$ cat config.mk
export PLATFORM = sky130hd
export DESIGN_NAME = poly_horner
export DESIGN_NICKNAME = d
export VERILOG_FILES = /design/src/rtl/poly_pkg.sv /design/src/rtl/poly_coef_rf.sv /design/src/rtl/poly_horner.sv
export SDC_FILE = /design/constraint.sdc
export NUM_CORES = 2
export LEC_CHECK = 0
export CAP_MARGIN = 10
export CORE_ASPECT_RATIO = 1.2
export CORE_MARGIN = 5
export CORE_UTILIZATION = 53
export CTS_CLUSTER_SIZE = 25
export DETAILED_ROUTE_END_ITERATION = 12
export GPL_ROUTABILITY_DRIVEN = 0
export PLACE_DENSITY_LB_ADDON = 0.1
export SLEW_MARGIN = 20
export SYNTH_ARGS = -nofsm -noshare
export SYNTH_HDL_FRONTEND = slang
export SYNTH_SLANG_ARGS = --single-unit
export TNS_END_PERCENT = 50
$ cat constraint.sdc
create_clock -name clock -period 16.7 [get_ports clock]
set_clock_uncertainty 0.2 [all_clocks]
set_input_delay 4.175 -clock clock [delete_from_list [all_inputs] [get_ports clock]]
set_output_delay 4.175 -clock clock [all_outputs]
set_load 0.005 [all_outputs]
$ cat src/rtl/poly_pkg.sv
// Shared types and constants for the Horner polynomial evaluator.
package poly_pkg;

  localparam int DEF_DATA_W  = 32;
  localparam int DEF_MAX_DEG = 8;

  typedef enum logic [1:0] {
    S_IDLE = 2'd0,
    S_CALC = 2'd1,
    S_DONE = 2'd2
  } state_e;

  // Width needed to encode values 0..n-1; never below 1 so ports stay legal.
  function automatic int clog2(input int n);
    int r;
    r = 0;
    while ((1 << r) < n) r++;
    return (r < 1) ? 1 : r;
  endfunction

endpackage

$ cat src/rtl/poly_coef_rf.sv
// Coefficient register file: DEPTH registers, one write port, one combinational read port.
module poly_coef_rf #(
  parameter int DATA_W = 32,
  parameter int DEPTH  = 9,
  parameter int AW     = 4
) (
  input  logic              clk_i,
  input  logic              rst_n_i,
  input  logic              we_i,
  input  logic [AW-1:0]     waddr_i,
  input  logic [DATA_W-1:0] wdata_i,
  input  logic [AW-1:0]     raddr_i,
  output logic [DATA_W-1:0] rdata_o
);

  logic [DEPTH-1:0][DATA_W-1:0] regs_q;

  // Decoded per-entry enables drop addresses beyond DEPTH-1 without a bounds check.
  always_ff @(posedge clk_i or negedge rst_n_i) begin
    if (!rst_n_i) begin
      regs_q <= '0;
    end else if (we_i) begin
      for (int i = 0; i < DEPTH; i++) begin
        if (waddr_i == AW'(i)) regs_q[i] <= wdata_i;
      end
    end
  end

  always_comb begin
    rdata_o = '0;
    for (int i = 0; i < DEPTH; i++) begin
      if (raddr_i == AW'(i)) rdata_o = regs_q[i];
    end
  end

endmodule

$ cat src/rtl/poly_horner.sv
// Polynomial evaluator: sum(coef[i]*x^i) via Horner's rule, one multiply-add per cycle.
module poly_horner
  import poly_pkg::*;
#(
  parameter  int DATA_W  = DEF_DATA_W,
  parameter  int MAX_DEG = DEF_MAX_DEG,
  localparam int AW      = clog2(MAX_DEG + 1)
) (
  input  logic              clock,
  input  logic              resetn,
  input  logic              start,
  output logic              busy,
  output logic              done,
  input  logic              stall,
  output logic [DATA_W-1:0] returndata,
  input  logic [DATA_W-1:0] idx,
  input  logic [AW-1:0]     deg,
  input  logic              coef_we,
  input  logic [AW-1:0]     coef_addr,
  input  logic [DATA_W-1:0] coef_data
);

  state_e            state_q, state_d;
  logic [DATA_W-1:0] acc_q, acc_d;
  logic [DATA_W-1:0] x_q, x_d;
  logic [AW-1:0]     cnt_q, cnt_d;
  logic [AW-1:0]     deg_clamp;
  logic [AW-1:0]     rd_addr;
  logic [DATA_W-1:0] rd_data;
  logic              rf_we;

  assign deg_clamp = (deg > AW'(MAX_DEG)) ? AW'(MAX_DEG) : deg;
  assign rf_we     = coef_we && (state_q == S_IDLE);

  // Read is combinational off the pre-edge register contents, so a same-cycle
  // write and start sees the old coefficient.
  poly_coef_rf #(
    .DATA_W (DATA_W),
    .DEPTH  (MAX_DEG + 1),
    .AW     (AW)
  ) u_coef_rf (
    .clk_i   (clock),
    .rst_n_i (resetn),
    .we_i    (rf_we),
    .waddr_i (coef_addr),
    .wdata_i (coef_data),
    .raddr_i (rd_addr),
    .rdata_o (rd_data)
  );

  always_ff @(posedge clock or negedge resetn) begin
    if (!resetn) begin
      state_q <= S_IDLE;
      acc_q   <= '0;
      x_q     <= '0;
      cnt_q   <= '0;
    end else begin
      state_q <= state_d;
      acc_q   <= acc_d;
      x_q     <= x_d;
      cnt_q   <= cnt_d;
    end
  end

  always_comb begin
    state_d = state_q;
    acc_d   = acc_q;
    x_d     = x_q;
    cnt_d   = cnt_q;
    rd_addr = cnt_q - AW'(1);
    case (state_q)
      S_IDLE: begin
        rd_addr = deg_clamp;
        if (start) begin
          x_d     = idx;
          acc_d   = rd_data;
          cnt_d   = deg_clamp;
          state_d = (deg_clamp == '0) ? S_DONE : S_CALC;
        end
      end
      S_CALC: begin
        // Product truncates to DATA_W bits in this assignment context.
        acc_d = acc_q * x_q + rd_data;
        cnt_d = cnt_q - AW'(1);
        if (cnt_q == AW'(1)) state_d = S_DONE;
      end
      S_DONE: begin
        if (!stall) state_d = S_IDLE;
      end
      default: state_d = S_IDLE;
    endcase
  end

  assign busy       = (state_q != S_IDLE);
  assign done       = (state_q == S_DONE);
  assign returndata = done ? acc_q : '0;

endmodule

==> metrics.cfg <==
[finish]
layout-drive-gt1-share=0.141
final.fill_count=5254
fin_nets=3871
utilization=0.590
syn_to_final_growth_pct=10.4
multi_input_area_um2=20800
seq_area_um2=8960

[yosys]
synth.distinct_cells=68
syn_nets=3845
ys_ff_latch=358
synth_edf_count=0
synth_top_flop_cell=dfrtp_1
synthArstFlopShare=1.00
seq_area_frac_synth=0.276
ys.warnings.count=0
netlist_area_um2=32400
synthCells=3204
avgSynthCellArea_um2=10.1

[route]
drtIter0Drc=1470
dr_wl_met3_um=5090
drt-met1-wl_um=36500
detail_route.wl_per_cell_um=23.0
wl_met2_um=47200
firstDrtPassIters=7
wirelength_um=93600
maxUsedRoutingLayer=met5
detail-route-antenna-nets=0
drc=0
vias=23300
vias_per_cell=5.72

[setup_path]
crit_required_ns=16.94
crit_type=in2reg
cp-startpoint=deg[3]
rr_startpoint=state_q[0]
crit_path_max_fanout=20
r2r_end=acc_q[30]
critPathSlowestCell=a221o_1
reg2regPathDepth=32
cp_slowest_stage_delay_ns=0.78
end_kind=register
r2r_slack_ns=6.23
arrival_ns=13.70
start_kind=input port

[clock_network]
holdBufCountCts=0
cts-resized-gates=0
clkLatencyLatePin_ns=0.58
cts_tree=yes
root_buffer=clkbuf_16
tritoncts.num_buffers=41
post_cts.repair.setup_buffers=0
clock-sinks=358
htreeDepth=2
clock_path_buffers=3
clk_pin_slew_ns=0.06

[die]
die_h_um=281
core_area_um2=60700
die_area_um2=66300
rows=99
initial_core_util=0.535
fp.dieW_um=236
ios=111

[global_routing]
grt_pass1_vias=26300
antenna_found_initial=1
overflow=0
grt_first_pass_wirelength_um=150000
grt_max_degree=138
track_usage=0.288

[job]
maxCapViolations=0

[timing]
fin_ws_ns=3.24
post-route-period-util=0.806
final_hold_viol_count=0
fin_crit_ns=13.46
clock.fmax_mhz=74.3
slew-limit-headroom=0.235
slew_violations=0
setup-tns-final_ns=0
setup_viol_count_final=0
worst_pin_slew_ns=1.15
rsz0062_at_grt=no

[placement]
place.port_buffers=110
place.detailed.hpwl_um=67800
dp_slack_ns=2.70

[outcome]
status=completed

[min_path]
holdPathEnd=x_q[31]
hold_class=reg2reg
hp-start=x_q[31]
hold_path_depth=2

critical path, delay by kind of cell:
family / cells / cell delay (ns)
and+or+nand+nor: 5 / 1.59
adders and majority gates: 9 / 4.01
buffers and inverters: 7 / 0.85
AOI/OAI and AO/OA: 8 / 2.84
muxes: 1 / 0.23
stage by stage:
step	hold WS, ns	cells	area [µm²]
finish	0.298	4069	35800
global route	0.305	4068	35800
CTS	0.301	4067	35800
detailed placement	0.287	3994	34400
global placement	0.259	3991	34300
floorplan	0.246	3204	32400
cell families (layout without fill, tap and decap cells):
group | after synthesis | in the layout | share of synthesized area
buf+inv | 704 | 760 | 0.0834
flops | 358 | 358 | 0.276
xor+xnor | 87 | 87 | 0.0235
mux | 325 | 325 | 0.120
other cells | 0 | 1 | 0
simple gates | 876 | 876 | 0.121
compound gates | 290 | 290 | 0.0577
fa+ha+maj | 564 | 564 | 0.319
sequential cells by signal, summed over array words and instances (netlist names):
signal / cells
acc_q: 32
cnt_q: 4
state_q: 2
u_coef_rf.regs_q: 288
x_q: 32
cell type report:
class,count,area share
Timing Repair Buffer,170,0.0458
Clock inverter,18,0.00856
Clock buffer,55,0.0318
Sequential cell,358,0.250
Antenna cell,1,0.0000698
Multi-Input combinational cell,2142,0.581
Tap cell,808,0.0282
Inverter,517,0.0542
Yosys cell counts, types with 5 or more instances:
master	number	area, µm²
dfrtp_1	358	8960
nand2_1	579	2170
a221oi_1	12	105
buf_1	13	48.8
buf_2	20	100
nor3b_1	8	60.1
o21a_1	5	37.5
a311oi_1	5	43.8
mux2i_1	15	150
nand3_1	14	70.1
mux4_2	22	495
ha_1	126	1580
o21ai_0	88	440
and3_1	8	50.1
clkbuf_1	146	548
nor3_1	7	35.0
a22oi_1	30	225
o211ai_1	8	60.1
a21oi_1	56	280
xnor2_1	67	587
a31oi_1	18	113
fa_1	438	8770
o21ai_1	8	40.0
xor2_1	20	175
nor2b_1	7	43.8
and2_1	177	1110
nor2_1	54	203
a211oi_1	7	52.6
a21o_1	16	120
inv_1	516	1940
a221o_1	7	70.1
buf_4	5	37.5
mux2_2	288	3240
layout by cell type, fill, tap and decap left out, drive strengths merged, types with 7 or more instances in the layout:
master | synthesis | final
xor2 | 20 | 20
o21ai | 97 | 97
clkdlybuf4s50 | 0 | 109
nand2 | 580 | 580
nor3 | 8 | 8
mux2 | 288 | 288
nor3b | 8 | 8
ha | 126 | 126
a22oi | 30 | 30
a211oi | 7 | 7
o211ai | 8 | 8
a21o | 16 | 16
clkinv | 0 | 9
mux2i | 15 | 15
buf | 40 | 61
and3 | 8 | 8
inv | 517 | 520
nor2b | 7 | 7
a221oi | 14 | 14
a21oi | 56 | 56
xnor2 | 67 | 67
fa | 438 | 438
a221o | 7 | 7
and2 | 177 | 177
nor2 | 55 | 55
nand3 | 14 | 14
dfrtp | 358 | 358
clkbuf | 147 | 55
mux4 | 22 | 22
a31oi | 18 | 18
worst max-delay path by stage:
stage / to / slack [ns] / cells after the start
global placement: acc_q[31] / 2.89 / 31
global route: acc_q[30] / 2.70 / 30
finish: acc_q[30] / 3.24 / 30
CTS: acc_q[30] / 3.30 / 30
detailed placement: acc_q[30] / 2.70 / 30
floorplan: acc_q[30] / 4.43 / 32
routing by layer:
metal | vias up | GRT usage
met5 | - | 0
met4 | 2 | 0.126
met3 | 266 | 0.0371
met2 | 846 | 0.503
met1 | 12100 | 0.361
li1 | 10100 | -
Power is left out: the tool's default activity adds up to more than one toggle a clock period on the data nets, which glitch-free logic cannot reach.
